--- config.mk ---
export PLATFORM = sky130hd
export DESIGN_NAME = sw_seq_driver_flat
export DESIGN_NICKNAME = d
export VERILOG_FILES = /design/src/rtl/sw_pkg.sv /design/src/rtl/sw_seq_driver_if.sv /design/src/rtl/sw_seq_buf.sv /design/src/rtl/sw_seq_driver.sv /design/src/flat_wrapper.sv
export SDC_FILE = /design/constraint.sdc
export NUM_CORES = 1
export LEC_CHECK = 0
export ABC_CLOCK_PERIOD_IN_PS = 2450
export CELL_PAD_IN_SITES_DETAIL_PLACEMENT = 0
export CELL_PAD_IN_SITES_GLOBAL_PLACEMENT = 1
export CORE_MARGIN = 1
export CORE_UTILIZATION = 43
export CTS_CLUSTER_DIAMETER = 200
export DETAILED_ROUTE_END_ITERATION = 6
export PLACE_DENSITY = 0.82
export SYNTH_ARGS = -nofsm -noshare
export SYNTH_HDL_FRONTEND = slang
export SYNTH_SLANG_ARGS = --single-unit
--- constraint.sdc ---
create_clock -name clk -period 2.45 [get_ports clk]
set_input_delay 0.735 -clock clk [delete_from_list [all_inputs] [get_ports clk]]
set_output_delay 0.735 -clock clk [all_outputs]
set_load 0.1 [all_outputs]
--- src/rtl/sw_pkg.sv ---
// sw_pkg: definitions shared by the Smith-Waterman host driver.
// Holds the 2-bit base encoding, the score width and the driver FSM
// state type, so that the buffers, the interface and the top agree.
package sw_pkg;

    // 2-bit nucleotide codes as seen by the scoring core
    localparam logic [1:0] BASE_A = 2'd0;
    localparam logic [1:0] BASE_C = 2'd1;
    localparam logic [1:0] BASE_G = 2'd2;
    localparam logic [1:0] BASE_T = 2'd3;

    // Width of the core's max score and of the reported result
    localparam int SCORE_W = 12;

    // Result reported when the core never signals finish
    localparam logic [SCORE_W-1:0] SCORE_TIMEOUT = '1;

    typedef enum logic [1:0] {
        ST_IDLE   = 2'd0,
        ST_STREAM = 2'd1,
        ST_WAIT   = 2'd2,
        ST_DONE   = 2'd3
    } sw_state_t;

endpackage

--- src/rtl/sw_seq_driver_if.sv ---
// sw_seq_driver_if: link between the host driver and the scoring core.
//   sw_valid  : driver -> core, a base pair is present this cycle
//   sw_data_s : driver -> core, query base
//   sw_data_t : driver -> core, target base
//   sw_finish : core -> driver, alignment complete (one-cycle pulse)
//   sw_max    : core -> driver, best score, meaningful while sw_finish=1
// The driver uses the master modport, the core the slave modport.
interface sw_seq_driver_if;
    import sw_pkg::*;

    logic               sw_valid;
    logic [1:0]         sw_data_s;
    logic [1:0]         sw_data_t;
    logic               sw_finish;
    logic [SCORE_W-1:0] sw_max;

    modport master (
        output sw_valid,
        output sw_data_s,
        output sw_data_t,
        input  sw_finish,
        input  sw_max
    );

    modport slave (
        input  sw_valid,
        input  sw_data_s,
        input  sw_data_t,
        output sw_finish,
        output sw_max
    );

endinterface

--- src/rtl/sw_seq_buf.sv ---
// sw_seq_buf: small register file holding one sequence of 2-bit bases.
// One host write port and one asynchronous read port driven by the
// stream counter. Addresses at or beyond DEPTH are treated as outside
// the sequence: writes there are dropped and reads return BASE_A (0),
// which gives the zero padding of a shorter query for free.
//   clk, reset_n : clock and asynchronous active-low reset (clears all)
//   wr_en        : write strobe (already qualified by the caller)
//   wr_addr      : write base index
//   wr_data      : base code to store
//   rd_addr      : read base index
//   rd_data      : base at rd_addr, or 0 when out of range
module sw_seq_buf
    import sw_pkg::*;
#(
    parameter int DEPTH  = 16,
    parameter int ADDR_W = 6
) (
    input  logic              clk,
    input  logic              reset_n,
    input  logic              wr_en,
    input  logic [ADDR_W-1:0] wr_addr,
    input  logic [1:0]        wr_data,
    input  logic [ADDR_W-1:0] rd_addr,
    output logic [1:0]        rd_data
);

    localparam int IDX_W = (DEPTH > 1) ? $clog2(DEPTH) : 1;
    localparam int SLOTS = 1 << IDX_W;
    // Depth widened by one bit so DEPTH == 2**ADDR_W still compares correctly
    localparam logic [ADDR_W:0] DEPTH_L = (ADDR_W+1)'(DEPTH);

    logic [1:0] mem [SLOTS];
    logic       wr_hit;
    logic       rd_hit;

    assign wr_hit = wr_en && ({1'b0, wr_addr} < DEPTH_L);
    assign rd_hit = ({1'b0, rd_addr} < DEPTH_L);

    // Storage: cleared on reset, written only for in-range addresses
    always_ff @(posedge clk or negedge reset_n) begin
        if (!reset_n) begin
            for (int i = 0; i < SLOTS; i++) begin
                mem[i] <= BASE_A;
            end
        end else if (wr_hit) begin
            mem[wr_addr[IDX_W-1:0]] <= wr_data;
        end
    end

    assign rd_data = rd_hit ? mem[rd_addr[IDX_W-1:0]] : BASE_A;

endmodule

--- src/rtl/sw_seq_driver.sv ---
// sw_seq_driver: host-side driver for the Smith-Waterman scoring core.
// The host loads a query S and a target T into internal buffers, then
// pulses start. The driver streams LEN_T base pairs to the core (query
// zero-padded past LEN_S), waits for the core's finish pulse, captures
// the max score and reports it with a one-cycle done. If finish does not
// arrive within TIMEOUT cycles the result is all ones and timeout_err
// is raised.
// Ports:
//   clk, reset_n   : clock, asynchronous active-low reset
//   wr_en/wr_sel   : host buffer write strobe, 0 = S buffer, 1 = T buffer
//   wr_addr/wr_data: base index and base code for the write
//   start          : request an alignment (honoured in IDLE or DONE)
//   busy           : run in progress
//   done           : one-cycle pulse, result valid
//   result         : captured score, held until the next done
//   timeout_err    : the last run ended without a finish from the core
//   core           : stream/result link to the scoring core (master side)
module sw_seq_driver
    import sw_pkg::*;
#(
    parameter int LEN_S   = 16,
    parameter int LEN_T   = 48,
    parameter int ADDR_W  = 6,
    parameter int TIMEOUT = 4096
) (
    input  logic               clk,
    input  logic               reset_n,
    input  logic               wr_en,
    input  logic               wr_sel,
    input  logic [ADDR_W-1:0]  wr_addr,
    input  logic [1:0]         wr_data,
    input  logic               start,
    output logic               busy,
    output logic               done,
    output logic [SCORE_W-1:0] result,
    output logic               timeout_err,
    sw_seq_driver_if.master    core
);

    localparam int WAIT_W = $clog2(TIMEOUT);
    localparam logic [ADDR_W-1:0] LAST_K    = ADDR_W'(LEN_T - 1);
    localparam logic [WAIT_W-1:0] WAIT_LAST = WAIT_W'(TIMEOUT - 1);

    sw_state_t          state_q, state_d;
    logic [ADDR_W-1:0]  k_q, k_d;
    logic [WAIT_W-1:0]  wait_q, wait_d;
    logic               busy_d;
    logic               done_d;
    logic [SCORE_W-1:0] result_d;
    logic               terr_d;
    logic               valid_q, valid_d;
    logic [1:0]         data_s_q, data_s_d;
    logic [1:0]         data_t_q, data_t_d;

    logic               host_wr_ok;
    logic [ADDR_W-1:0]  rd_idx;
    logic [1:0]         rd_s;
    logic [1:0]         rd_t;

    // Buffers are frozen for the whole run
    assign host_wr_ok = wr_en && ((state_q == ST_IDLE) || (state_q == ST_DONE));

    // Outputs are registered, so the buffers are read one base ahead:
    // base 0 when a start is being accepted, base k+1 while streaming base k.
    assign rd_idx = (state_q == ST_STREAM) ? (k_q + ADDR_W'(1)) : '0;

    sw_seq_buf #(
        .DEPTH  (LEN_S),
        .ADDR_W (ADDR_W)
    ) u_buf_s (
        .clk     (clk),
        .reset_n (reset_n),
        .wr_en   (host_wr_ok && !wr_sel),
        .wr_addr (wr_addr),
        .wr_data (wr_data),
        .rd_addr (rd_idx),
        .rd_data (rd_s)
    );

    sw_seq_buf #(
        .DEPTH  (LEN_T),
        .ADDR_W (ADDR_W)
    ) u_buf_t (
        .clk     (clk),
        .reset_n (reset_n),
        .wr_en   (host_wr_ok && wr_sel),
        .wr_addr (wr_addr),
        .wr_data (wr_data),
        .rd_addr (rd_idx),
        .rd_data (rd_t)
    );

    // Next-state and next-output logic; the stream data returns to 0
    // whenever sw_valid is low.
    always_comb begin
        state_d  = state_q;
        k_d      = k_q;
        wait_d   = wait_q;
        busy_d   = busy;
        done_d   = 1'b0;
        result_d = result;
        terr_d   = timeout_err;
        valid_d  = 1'b0;
        data_s_d = BASE_A;
        data_t_d = BASE_A;

        case (state_q)
            ST_IDLE, ST_DONE: begin
                busy_d  = 1'b0;
                state_d = ST_IDLE;
                if (start) begin
                    state_d  = ST_STREAM;
                    k_d      = '0;
                    busy_d   = 1'b1;
                    terr_d   = 1'b0;
                    valid_d  = 1'b1;
                    data_s_d = rd_s;
                    data_t_d = rd_t;
                end
            end

            ST_STREAM: begin
                if (k_q == LAST_K) begin
                    state_d = ST_WAIT;
                    wait_d  = '0;
                end else begin
                    k_d      = k_q + ADDR_W'(1);
                    valid_d  = 1'b1;
                    data_s_d = rd_s;
                    data_t_d = rd_t;
                end
            end

            ST_WAIT: begin
                // A finish in the timeout cycle still counts as a real result
                if (core.sw_finish) begin
                    state_d  = ST_DONE;
                    result_d = core.sw_max;
                    done_d   = 1'b1;
                    busy_d   = 1'b0;
                end else if (wait_q == WAIT_LAST) begin
                    state_d  = ST_DONE;
                    result_d = SCORE_TIMEOUT;
                    terr_d   = 1'b1;
                    done_d   = 1'b1;
                    busy_d   = 1'b0;
                end else if (wait_q != '1) begin
                    wait_d = wait_q + WAIT_W'(1);
                end
            end

            default: begin
                state_d = ST_IDLE;
                busy_d  = 1'b0;
            end
        endcase
    end

    // State and output registers; reset aborts any run immediately
    always_ff @(posedge clk or negedge reset_n) begin
        if (!reset_n) begin
            state_q     <= ST_IDLE;
            k_q         <= '0;
            wait_q      <= '0;
            busy        <= 1'b0;
            done        <= 1'b0;
            result      <= '0;
            timeout_err <= 1'b0;
            valid_q     <= 1'b0;
            data_s_q    <= BASE_A;
            data_t_q    <= BASE_A;
        end else begin
            state_q     <= state_d;
            k_q         <= k_d;
            wait_q      <= wait_d;
            busy        <= busy_d;
            done        <= done_d;
            result      <= result_d;
            timeout_err <= terr_d;
            valid_q     <= valid_d;
            data_s_q    <= data_s_d;
            data_t_q    <= data_t_d;
        end
    end

    assign core.sw_valid  = valid_q;
    assign core.sw_data_s = data_s_q;
    assign core.sw_data_t = data_t_q;

endmodule

--- src/flat_wrapper.sv ---
// flat-port wrapper written by rule: the top's interface ports become plain ports
module sw_seq_driver_flat import sw_pkg::*;
#(
    parameter int LEN_S   = 16,
    parameter int LEN_T   = 48,
    parameter int ADDR_W  = 6,
    parameter int TIMEOUT = 4096
)
  (clk, reset_n, wr_en, wr_sel, wr_addr, wr_data, start, busy, done, result, timeout_err, core_sw_valid, core_sw_data_s, core_sw_data_t, core_sw_finish, core_sw_max);
  sw_seq_driver_if core_i ();
  input  logic clk;
  input  logic reset_n;
  input  logic wr_en;
  input  logic wr_sel;
  input  logic [ADDR_W-1:0] wr_addr;
  input  logic [1:0] wr_data;
  input  logic start;
  output logic busy;
  output logic done;
  output logic [SCORE_W-1:0] result;
  output logic timeout_err;
  output wire logic [$bits(core_i.sw_valid)-1:0] core_sw_valid;
  output wire logic [$bits(core_i.sw_data_s)-1:0] core_sw_data_s;
  output wire logic [$bits(core_i.sw_data_t)-1:0] core_sw_data_t;
  input wire logic [$bits(core_i.sw_finish)-1:0] core_sw_finish;
  input wire logic [$bits(core_i.sw_max)-1:0] core_sw_max;
  assign core_sw_valid = core_i.sw_valid;
  assign core_sw_data_s = core_i.sw_data_s;
  assign core_sw_data_t = core_i.sw_data_t;
  assign core_i.sw_finish = core_sw_finish;
  assign core_i.sw_max = core_sw_max;
  sw_seq_driver #(.LEN_S(LEN_S), .LEN_T(LEN_T), .ADDR_W(ADDR_W), .TIMEOUT(TIMEOUT)) u_core (.clk(clk), .reset_n(reset_n), .wr_en(wr_en), .wr_sel(wr_sel), .wr_addr(wr_addr), .wr_data(wr_data), .start(start), .busy(busy), .done(done), .result(result), .timeout_err(timeout_err), .core(core_i));
endmodule
Word level (Yosys, flattened, before mapping)
Index checks and enable logic that the tools add are counted.
- word-level logic and storage cells: 190
- bits of input ports: 26
- output and inout bits: 20
- bits in registers: 200
- $lt $le $gt $ge: 10
- reduce and logical (&&, ||, !) cells: 21
- bitwise logic cells: 4
- add/sub/neg operators: 2
- multiplexer cells: 49
- equal/unequal tests: 14
- operators with widths (operator ; count):
    $bwmux W128 ; 1
    $mux W12 ; 6
    $bwmux W32 ; 1
    $mux W2 ; 15
    $pmux W12 S2 ; 1
    $mux W6 ; 3
    $ge A7 B7 Y1 const B ; 2
    $not A6 Y7 ; 2
    $add A12 B1 Y12 const B ; 1
    $bmux W2 S6 ; 1
    $demux W2 S6 ; 1
    $eq A12 B12 Y1 const B ; 1
    $lt A6 B5 Y1 const B ; 2
    $lt A6 B6 Y1 const B ; 2
    $ne A12 B12 Y1 const B ; 1
    $pmux W6 S2 ; 1
    $mux W1 ; 11
    $ge A5 B5 Y1 const B ; 2
    $ne A2 B2 Y1 const B ; 5
    $not A4 Y5 ; 2
    $bmux W2 S4 ; 1
    $demux W2 S4 ; 1
    $pmux W2 S2 ; 2
    $reduce_bool A2 Y1 ; 4
    other kinds (19) ; 31

Logic depth before layout (Yosys ltp)
Gate-level depths: netlist of the first run.
- word-level depth: 9
- mapped depth: 11
- mapped depth without buffers: 8

Modules after synthesis
From an unflattened synthesis of the first run, not the netlist that was laid out.
- cells, all modules: 672
- area, all modules: 8553.2 um^2
- modules (own cells, without submodules) (module ; sequential area each (um^2) ; area each (um^2) ; cells an instance ; times used):
    sw_seq_buf (u_core.u_buf_t) ; 2402.3 ; 4818.4 ; 359 ; 1
    sw_seq_driver ; 1001.0 ; 2097.0 ; 197 ; 1
    sw_seq_buf (u_core.u_buf_s) ; 800.8 ; 1637.8 ; 116 ; 1

Least setup slack after synthesis of the first run
OpenSTA, ideal clock, no wires.
- path type: register to register
- from: reg u_core.state_q[1]
- to: reg u_core.data_t_q[1] (netlist: u_core.core.sw_data_t[1])
- buffers on the path: 1
- cell stages (with the launch flop): 10
- period minus slack after synthesis: 2397 ps
- required time: 2321 ps
- data arrival time: 2268 ps
- setup slack: 53 ps
- path through: dfrtp_1 > inv_1 > ha_1 > buf_2 > nand2_1 > mux2i_4 > mux4_2 > nand3_1 > o211ai_1 > a2111o_1
- word-level cells in the longest chain between the ends: 9
- elaborated cells on any way between the ends: 14
- those cells by class: 1 x order compare; 2 x eq/ne; 8 x mux; 1 x bitwise; 2 x reduce/logical
- RTL lines (item ; line ; RTL):
    from (decl) ; sw_seq_driver.sv:44 ; sw_state_t state_q, state_d;
    from (signal assigned) ; sw_seq_driver.sv:173 ; state_q <= state_d;
    $eq A2 B1 Y1 ; sw_seq_driver.sv:65, sw_seq_driver.sv:107 ;
    $mux W6 ; sw_seq_driver.sv:65 ; assign rd_idx = (state_q == ST_STREAM) ? (k_q + ADDR_W'(1)) : '0;
    $not A6 Y7 (not written as such) ; sw_seq_buf.sv:50 ; assign rd_data = rd_hit ? mem[rd_addr[IDX_W-1:0]] : BASE_A;
    $bmux W2 S6 ; sw_seq_buf.sv:50 ;
    $mux W2 (not written as such) (2 in a row) ; sw_seq_buf.sv:50 ;
    $mux W2 ; sw_seq_buf.sv:50 ;
    $mux W2 (on tied branches) ; sw_seq_driver.sv:123, sw_seq_driver.sv:111 ;
    $pmux W2 S2 (*) ; sw_seq_driver.sv:107 ; case (state_q)
    via u_core.data_t_d[1] ; sw_seq_driver.sv:53 ; logic [1:0] data_t_q, data_t_d;
    to (signal assigned) ; sw_seq_driver.sv:182 ; data_t_q <= data_t_d;
    to (decl) ; sw_seq_driver.sv:53 ;
Mark *: on every way through the listed nets, which the timed path passes. The rest lies on a longest branch. The select of a mux whose other input is x is not followed.
A chain may end at the register's enable or synchronous reset.

Worst setup path in the final report of the first run
- from: reg u_core.state_q[1]
- to: reg u_core.data_t_q[0] (netlist: u_core.core.sw_data_t[0])
Same word-level chain as after synthesis.

==> results of run 1 <==
[sequential cells by signal, indices dropped and copies added (netlist names)]
| signal | flops |
|---|---|
| u_core.done | 1 |
| u_core.k_q | 6 |
| u_core.state_q | 2 |
| u_core.timeout_err | 1 |
| u_core.busy | 1 |
| u_core.core.sw_data_s | 2 |
| u_core.wait_q | 12 |
| u_core.u_buf_s.mem | 32 |
| u_core.u_buf_t.mem | 96 |
| u_core.core.sw_valid | 1 |
| u_core.result | 12 |
| u_core.core.sw_data_t | 2 |
[per-stage QoR]
| step | cell area, sq um | setup slack, ns | hold WS (ns) | std cells |
|---|---|---|---|---|
| 6_report | 10400 | 0.0329 | 0.211 | 1153 |
| 5_1_grt | 10400 | -0.0410 | 0.236 | 1153 |
| 4_1_cts | 10300 | 0.00145 | 0.217 | 1146 |
| 3_5_place_dp | 9620 | -0.200 | 0.479 | 1112 |
| 3_3_place_gp | 9620 | -0.182 | 0.474 | 1112 |
| 2_1_floorplan | 8350 | 0.0531 | 0.439 | 763 |
[cell families (layout without fill, tap and decap cells)]
| family | count (synthesis) | in the layout | synth area share (%) |
|---|---|---|---|
| buffers and inverters | 55 | 185 | 2.71 |
| DFF | 168 | 168 | 50.3 |
| muxes | 160 | 160 | 22.5 |
| AOI/OAI and AO/OA | 89 | 89 | 7.85 |
| xor gates and xnor gates | 12 | 12 | 1.26 |
| adders and majority gates | 4 | 4 | 0.599 |
| and+or+nand+nor | 275 | 275 | 14.7 |
[final timing paths]
kind,start,end,slack (ns)
hold / removal,reset_n,u_core.result[5],0.21
min in group clk,u_core.result[7],u_core.result[7],0.49
max in group asynchronous,reset_n,u_core.u_buf_s.mem[5],1.63
hold reg to reg,u_core.result[7],u_core.result[7],0.49
setup reg to reg,u_core.state_q[1],u_core.core.sw_data_t[0],0.03
setup / recovery,u_core.state_q[1],u_core.core.sw_data_t[0],0.03
[cell usage in the layout (no fill, tap or decap), types with 3 or more instances in the layout]
master and count:
dfrtp_1 168, mux2_2 135, nand2_1 112, buf_4 111, nor2_1 61, nand3_1 25
nor2b_1 23, clkdlybuf4s50_1 22, clkbuf_16 17, mux2i_1 15, a21oi_1 13, o22a_1 13
nor3_1 12, a311oi_1 11, a211oi_1 10, inv_1 8, and3_1 8, xnor2_1 8
mux4_2 8, o21ai_0 8, buf_12 7, nand2b_1 6, a31oi_1 6, nand4_1 6
inv_8 6, or2_2 5, inv_6 5, a211oi_2 4, o31ai_1 4, nor2_2 3
buf_6 3
[layer usage]
metal  vias up  routed length, microns  share of wire [%]  GRT usage (%)
met4         0                     291                1.4           7.30
met5         -                       0                  0              0
li1       2954                       -                  -              -
met1      3127                    9850                 48           30.3
met2       125                    9600                 47           34.9
met3        24                     839                4.1           4.02
[worst reg2reg max path, delay by kind of cell, from the launching register on]
kind / cells / cell delay [ns]
buffers and inverters: 3 / 0.44
AND/OR/NAND/NOR: 3 / 0.51
adder cells (fa/ha/maj): 1 / 0.18
AO/OA/AOI/OAI: 3 / 0.79
flip-flops: 1 / 0.39
[where the power goes]
group	leakage (nW)	internal, mW	total [mW]	switching (mW)
Combinational	2.23	1.26	3.43	2.17
Sequential	2.25	3.18	3.42	0.241
Clock	0.287	1.39	2.66	1.27
Total	4.77	5.83	9.50	3.67
[layout make-up]
| type | count | area share [%] |
|---|---|---|
| Sequential cell | 168 | 40.4 |
| Multi-Input combinational cell | 540 | 38.7 |
| Timing Repair Buffer | 145 | 11.9 |
| Clock buffer | 18 | 4.22 |
| Tap cell | 260 | 3.12 |
| Clock inverter | 14 | 1.38 |
| Inverter | 8 | 0.288 |
[timing repair]
item                                    4_1_cts  5_1_grt
setup buffers                                 2        7
gates resized for setup                       8       21
pin swaps                                     0        4
endpoints found under the setup margin        2       26
==> summary.txt, run 1 <==
family with the most delay on the worst path - compound AO/OA/AOI/OAI gates
Iteration-0 DRC Markers - 416
Worst-Skew Late Latency - 0.44 ns
Buf/Inv on CP - 3
asr flop ratio synth - 100%
Via density - 5.40
# DRC - 0
die width - 141 microns
Final Max Slew Viols - 0
RSZ-0062 raised after global routing - yes
hpwl dp - 14500 microns
grt total ovfl - 0
worst r2r path cells - 10
maxcap violations - 0
Slowest-stage cell, CP - dfrtp_1
Peak VDD IR - 0.000502 V
startpoint types - flip-flop
Final Util - 55.1%
Hold-fix buffers, CTS - 0
Mean Syn Cell Area - 10.9 sq um
most frequent cell after synthesis - dfrtp_1
Seq. cell area - 4200 sq um
Multi-input gate area - 4030 sq um
nets - 910
crit path cell chain - inv_1 > ha_4 > buf_4 > nand2_2 > buf_4 > a211oi_1 > a31oi_1 > nor3_1 > nor4_1 > a311o_1
Sum Neg Setup Slack - 0 ns
Slew headroom - 66.3%
Die Ht - 141 microns
Tmin final - 2.42 ns
CTS root buffer - clkbuf_16
Yosys cell types - 53
Vias - 6230
number of synthesized register bits - 168
WL final - 20600 microns
layout cell share with drive strength beyond 1 - 36.6%
Port Buffers - 45
vias in the first global route - 6275
synth-to-layout area growth - 24.6%
Post-synth EDFFs - 0
most frequent cells after synthesis - dfrtp_1, mux2_2, nand2_1
critical path depth - 10
Placer Congestion - 0.810
Cells after Synth - 763
clk sinks - 168
HP Class - input port to async pin
H-tree depth - 4
Design Power - 9.50 mW
Synth area leaders - dfrtp_1, mux2_2, nand2_1, nor2_1, mux4_2
Synth top area share - 50.3%
initial antenna violation count - 0
worst path required time - 2.76 ns
Initial Utilization - 44.2%
Crit Path Class - flip-flop to flip-flop
GRT Overall Usage - 21.9%
CTS Buffer Depth - 2
Avg WL per Cell - 17.8 microns
Final Hold Fails - 0
Ports - 46
largest stage delay on the critical path - 0.39 ns
ant diodes - 0
worst slew pin tran - 0.498 ns
crit-path most repeated cell - buf_4
router iterations before antenna repair - 5
Data arrival, critical path - 2.72 ns
largest net degree at the start of global routing - 65
static leakage - 4.77 nW
Synth Warn # - 0
Worst-path clk slew - 0.07 ns
power density cells - 913 nW/um^2
Routed Antenna Nets - 0
syn_nets - 793
Worst Setup End Kind - flip-flop
synthesized cell area - 8350 sq um
Total Die Area - 20000 sq um
ys flop type - dfrtp_1
clock buffer count from CTS - 17
CTS tree - built
area leader, netlist - dfrtp_1
skew final - 0.0106 ns
FP Rows - 50
core footprint - 18900 sq um
post-synthesis sequential area ratio - 50.3%
first-pass GRT wire length - 33500 microns
status - finished, final reports clean
final setup violation count - 0
FMAX - 0.414 GHz
fin crit share - 98.7%
CP Max Fanout - 7
fillcell total - 1682
No activity file was read; power rests on OpenSTA's default activity.
==> run 2, diff against run 1 <==
CORE_MARGIN = unset   (was 1)
CORE_UTILIZATION = 44   (was 43)
REMOVE_ABC_BUFFERS = 1   (was unset)
SYNTH_HIERARCHICAL = 1   (was unset)
==> summary.txt, run 2 <==
status - complete, but fails checks
HP Class - input port to async pin
Avg WL per Cell - 19.4 microns (+8.9%)
Tmin final - 2.52 ns (+0.107 ns)
post-synthesis compound-gate area fraction - 5.84% (-2.0 points)
ant diodes - 0 (unchanged)
H-tree depth - 4 (unchanged)
Synth Warn # - 6 (+6)
largest stage delay on the critical path - 0.54 ns (+0.15 ns)
# DRC - 0 (unchanged)
Worst-Skew Late Latency - 0.43 ns (about the same)
maxcap violations - 0 (unchanged)
Adder-Cell Fraction of Synth Area - 0.731% (+0.13 points)
Placer Congestion - 0.834 (+3.0%)
final std cells w/o fill - 1018 (-12%)
r2r setup slk - -0.07 ns (-0.11 ns)
Final Max Slew Viols - 0 (unchanged)
XOR/XNOR share of the synthesized area - 0.410% (-0.85 points)
vias in the first global route - 6143 (-2.1%)
CTS Buffer Depth - 2 (unchanged)
synth-to-layout area growth - 19.3%
Worst Setup End Kind - flip-flop
post-synthesis sequential area ratio - 49.2% (-1.2 points)
Vias - 5864 (-5.9%)
worst path required time - 2.76 ns (about the same)
most frequent cells in the layout - dfrtp_1, mux2_2, buf_4
final setup violation count - 2 (+2)
Total Die Area - 20000 sq um (about the same)
violated checks - setup timing
Synth top area share - 49.2% (-1.2 points)
Yosys cell types - 70 (+32%)
area leader, netlist - dfrtp_1
initial antenna violation count - 0 (unchanged)
Hold-fix buffers, CTS - 0 (unchanged)
synthesized cell area - 8550 sq um (+2.4%)
Slew headroom - 59.3% (-7.0 points)
largest family of logic cells by synthesized area - multiplexers
post-route setup slack - -0.0745 ns (-0.107 ns)
number of flip-flops in the largest register - 96 (unchanged)
Die Ht - 141 microns (about the same)
Biggest register - u_core/u_buf_t/mem
CTS tree - built
Final Cell Area - 10200 sq um (-2.0%)
RSZ-0062 raised after global routing - yes
Final Hold Fails - 0 (unchanged)
WL final - 19800 microns (-3.8%)
hpwl dp - 13500 microns (-7.1%)
Iteration-0 DRC Markers - 344 (-17%)
nets - 776 (-15%)
FP Rows - 50 (unchanged)
Final Util - 54.0% (-1.1 points)
Post-Synth Simple-Gate Area - 12.8% (-1.9 points)
skew final - 0.0100 ns (-0.000604 ns)
Crit Path Class - flip-flop to flip-flop
Post-synth EDFFs - 0 (unchanged)
Data arrival, critical path - 2.84 ns (+0.12 ns)
clk sinks - 168 (unchanged)
startpoint types - flip-flop
most frequent cell after synthesis - dfrtp_1
GRT Overall Usage - 20.8% (-1.1 points)
Peak VDD IR - 0.000520 V (+3.5%)
largest net degree at the start of global routing - 65 (unchanged)
static leakage - 4.56 nW (-4.4%)
number of synthesized register bits - 168 (unchanged)
Worst-path clk slew - 0.07 ns (about the same)
most frequent cells after synthesis - dfrtp_1, mux2_2, nand2_1
Area after DPL - 9490 sq um (-1.4%)
worst slew pin tran - 0.608 ns (+0.109 ns)
Cells after Synth - 672 (-12%)
Mean Syn Cell Area - 12.7 sq um (+16%)
Via density - 5.76 (+6.6%)
Initial Utilization - 45.3% (+1.1 points)
router iterations before antenna repair - 5 (unchanged)
Sum Neg Setup Slack - -0.145 ns (-0.145 ns)
core footprint - 18900 sq um (unchanged)
commonest non-fill, non-tap cell in the layout - dfrtp_1
crit path cell chain - inv_2 > ha_4 > inv_2 > nor2_4 > buf_16 > mux4_2 > mux4_2 > nand3b_4 > o21ai_2 > and2_1
Inst Count DP - 982 (-12%)
CTS root buffer - clkbuf_16
CP Max Fanout - 7 (unchanged)
die width - 141 microns (about the same)
Synth area leaders - dfrtp_1, mux2_2, mux4_1, mux4_2, nand2_1
Slowest-stage cell, CP - mux4_2
fin crit share - 103% (+4.4 points)
Largest regs - u_core/u_buf_t/mem: 96 flops, u_core/u_buf_s/mem: 32 flops
Port Buffers - 45 (unchanged)
asr flop ratio synth - 100% (unchanged)
mux share of post-synthesis cell area - 28.1% (+5.6 points)
power density cells - 971 nW/um^2 (+6.4%)
ys flop type - dfrtp_1
Routed Antenna Nets - 0 (unchanged)
first-pass GRT wire length - 32100 microns (-4.3%)
Ports - 46 (unchanged)
layout cell share with drive strength beyond 1 - 40.2% (+3.6 points)
FMAX - 0.396 GHz (-4.3%)
clock buffer count from CTS - 17 (unchanged)
grt total ovfl - 0 (unchanged)
[run 2: power by group]
part | switching, mW | internal [mW]
combinational | 2.20 | 1.41
sequential | 0.365 | 3.24
clock | 1.17 | 1.52
total | 3.74 | 6.18
[run 2: per-layer routing]
layer | part of all wire (%) | track usage, % | wire, microns | vias up
li1 | - | - | - | 2644
met1 | 44 | 27.1 | 8620 | 3031
met2 | 50 | 34.9 | 9890 | 164
met3 | 4.8 | 4.22 | 958 | 25
met4 | 1.6 | 6.62 | 314 | 0
met5 | 0 | 0 | 0 | -
[run 2: timing repair]
action,in CTS,in global routing
hold endpoints to repair,0,0
cloned,1,0
resized for setup,32,11
setup endpoints to repair,21,27
pin swaps,2,2
setup buffers,4,0
[run 2: worst paths after layout]
check / start / endpoint / cells after the start
worst max-delay path: u_core/state_q[1] / u_core/core.sw_data_t[0] / 10
min in group clk: u_core/result[11] / u_core/result[11] / 1
worst min-delay path: reset_n / u_core/u_buf_t/mem[114] / 1
worst min register to register: u_core/result[11] / u_core/result[11] / 1
max in group asynchronous: reset_n / u_core/u_buf_t/mem[66] / 2
worst max register to register: u_core/state_q[1] / u_core/core.sw_data_t[0] / 10
[run 2: layout make-up]
cell class	instances	area, sq um
inverters	6	22.5
well taps	260	325
clock buffers	17	425
repair buffers	97	897
clock inverters	15	169
flip-flops and latches	168	4200
fillers	1604	8690
multi-input cells	455	4160
[run 2: logic make-up (layout without fill, tap and decap cells)]
group | Yosys count | after routing
compound gates | 58 | 58
fa+ha+maj | 5 | 5
flops | 168 | 168
xor+xnor | 4 | 4
mux | 183 | 183
buf+inv | 49 | 135
simple gates | 205 | 205
[run 2: metrics by stage]
stage	hold WS, ns	worst slack (ns)	power, mW
floorplan	0.439	-1.61	5.88
global placement	0.473	-0.274	6.88
detailed placement	0.480	-0.316	7.03
CTS	0.210	-0.0583	9.97
global route	0.222	-0.135	10.3
finish	0.213	-0.0745	9.91
[run 2: worst max-delay path, delay by kind of cell (launching register included)]
family	cells	cell delay, ns
buffers and inverters	3	0.31
multiplexers	2	1.08
adder cells (fa/ha/maj)	1	0.13
AO/OA/AOI/OAI	1	0.05
flip-flops	1	0.39
AND/OR/NAND/NOR	3	0.46
==> run 3, diff against run 2 <==
MAX_ROUTING_LAYER = met4   (was unset)
==> summary.txt, run 3 (synthesized netlist as in run 2, its figures left out) <==
die width - 141 microns (unchanged)
Via density - 5.79 (+0.44%)
Design Power - 9.91 mW (about the same)
Iteration-0 DRC Markers - 418 (+22%)
maxcap violations - 0 (unchanged)
static leakage - 4.56 nW (unchanged)
skew final - 0.00815 ns (-0.00187 ns)
FMAX - 0.395 GHz (-0.25%)
Buf/Inv on CP - 3 (unchanged)
crit path cell chain - inv_2 > ha_4 > inv_2 > nor2_4 > buf_16 > mux4_2 > mux4_2 > nand3b_4 > o21ai_2 > and2_1
Port Buffers - 45 (unchanged)
largest stage delay on the critical path - 0.54 ns (about the same)
synth-to-layout area growth - 19.3% (unchanged)
r2r setup slk - -0.08 ns (about the same)
Data arrival, critical path - 2.84 ns (about the same)
H-tree depth - 4 (unchanged)
power density cells - 971 nW/um^2 (about the same)
WL final - 19800 microns (about the same)
Peak VDD IR - 0.000517 V (-0.61%)
hpwl dp - 13500 microns (unchanged)
nets - 776 (unchanged)
status - complete, but fails checks
final setup violation count - 2 (unchanged)
first-pass GRT wire length - 32100 microns (about the same)
number of flip-flops in the largest register - 96 (unchanged)
largest net degree at the start of global routing - 65 (unchanged)
worst path required time - 2.76 ns (about the same)
Hold-fix buffers, CTS - 0 (unchanged)
Final Cell Area - 10200 sq um (unchanged)
Worst-Skew Late Latency - 0.43 ns (about the same)
Worst Setup End Kind - flip-flop
CTS Buffer Depth - 2 (unchanged)
Tmin final - 2.53 ns (+0.00626 ns)
Ports - 46 (unchanged)
core footprint - 18900 sq um (unchanged)
Slowest-stage cell, CP - mux4_2
Final Max Slew Viols - 0 (unchanged)
Biggest register - u_core/u_buf_t/mem
CP Max Fanout - 7 (unchanged)
Area after DPL - 9490 sq um (unchanged)
clock buffer count from CTS - 17 (unchanged)
RSZ-0062 raised after global routing - yes
violated checks - setup timing
family with the most delay on the worst path - multiplexers
worst slew pin tran - 0.616 ns (+0.00847 ns)
commonest non-fill, non-tap cell in the layout - dfrtp_1
FP Rows - 50 (unchanged)
pre-CTS WS - -0.316 ns (unchanged)
Routed Antenna Nets - 0 (unchanged)
grt total ovfl - 0 (unchanged)
layout cell share with drive strength beyond 1 - 40.2% (unchanged)
Largest regs - u_core/u_buf_t/mem: 96 flops, u_core/u_buf_s/mem: 32 flops
Die Ht - 141 microns (unchanged)
fillcell total - 1604 (unchanged)
initial antenna violation count - 0 (unchanged)
fin crit share - 103% (+0.26 points)
CTS root buffer - clkbuf_16
startpoint types - flip-flop
post-route setup slack - -0.0808 ns (-0.00626 ns)
Vias - 5890 (+0.44%)
ant diodes - 0 (unchanged)
Initial Utilization - 45.3% (unchanged)
Total Die Area - 20000 sq um (unchanged)
HP Class - input port to async pin
most frequent cells in the layout - dfrtp_1, mux2_2, buf_4
GRT Overall Usage - 21.4% (+0.63 points)
smallest hold slack - 0.212 ns (-0.000629 ns)
# DRC - 0 (unchanged)
Slew headroom - 58.8% (-0.57 points)
Worst-path clk slew - 0.07 ns (about the same)
clk sinks - 168 (unchanged)
vias in the first global route - 6133 (-0.16%)
Crit Path Class - flip-flop to flip-flop
CTS tree - built
Placer Congestion - 0.847 (+1.5%)
router iterations before antenna repair - 5 (unchanged)
Avg WL per Cell - 19.4 microns (about the same)
Final Hold Fails - 0 (unchanged)
==> run 3: cell counts in the layout (fill, tap and decap cells not counted) <==
No cell type changed its count.
==> run 3: per-layer routing <==
metal | global-route usage, % | up-vias | routed length, microns
met3 | 4.18 | 25 | 1020
met5 | - | - | 0
met2 | 34.8 | 182 | 9990
met4 | 6.62 | 0 | 300
li1 | - | 2654 | -
met1 | 27.2 | 3029 | 8460
==> run 3: repair_timing <==
item                       in CTS  in global routing
buffers inserted                4                  0
setup endpoints to repair      21                 26
gates cloned                    1                  0
pin swaps                       2                  2
gates resized for setup        32                 11
==> run 3: cell type report <==
| class | count | area [sq um] | share of cell area, % |
|---|---|---|---|
| Inverter | 6 | 22.5 | 0.221 |
| Multi-Input combinational cell | 455 | 4160 | 40.8 |
| Timing Repair Buffer | 97 | 897 | 8.79 |
| Clock inverter | 15 | 169 | 1.66 |
| Sequential cell | 168 | 4200 | 41.2 |
| Clock buffer | 17 | 425 | 4.17 |
| Tap cell | 260 | 325 | 3.19 |
==> run 3: stage by stage <==
stage / setup TNS (ns) / util [%] / std cells
floorplan: -6.08 / - / 629
global placement: -18.56 / 50.2 / 982
detailed placement: -23.00 / 50.2 / 982
CTS: -0.0953 / 54.0 / 1019
global route: -0.247 / 54.0 / 1018
finish: -0.151 / 54.0 / 1018
==> run 3: path summary, 6_finish.rpt <==
kind / start / to / cells past startpoint
worst max-delay path: u_core/state_q[1] / u_core/core.sw_data_t[0] / 10
worst min-delay path: reset_n / u_core/u_buf_t/mem[114] / 1
worst max register to register: u_core/state_q[1] / u_core/core.sw_data_t[0] / 10
worst min register to register: u_core/result[11] / u_core/result[11] / 1
max in group asynchronous: reset_n / u_core/u_buf_t/mem[66] / 2
min in group clk: u_core/result[11] / u_core/result[11] / 1
==> run 3: where the power goes <==
part | switching (mW) | internal (mW)
clock | 1.17 | 1.52
combinational | 2.20 | 1.41
sequential | 0.365 | 3.24
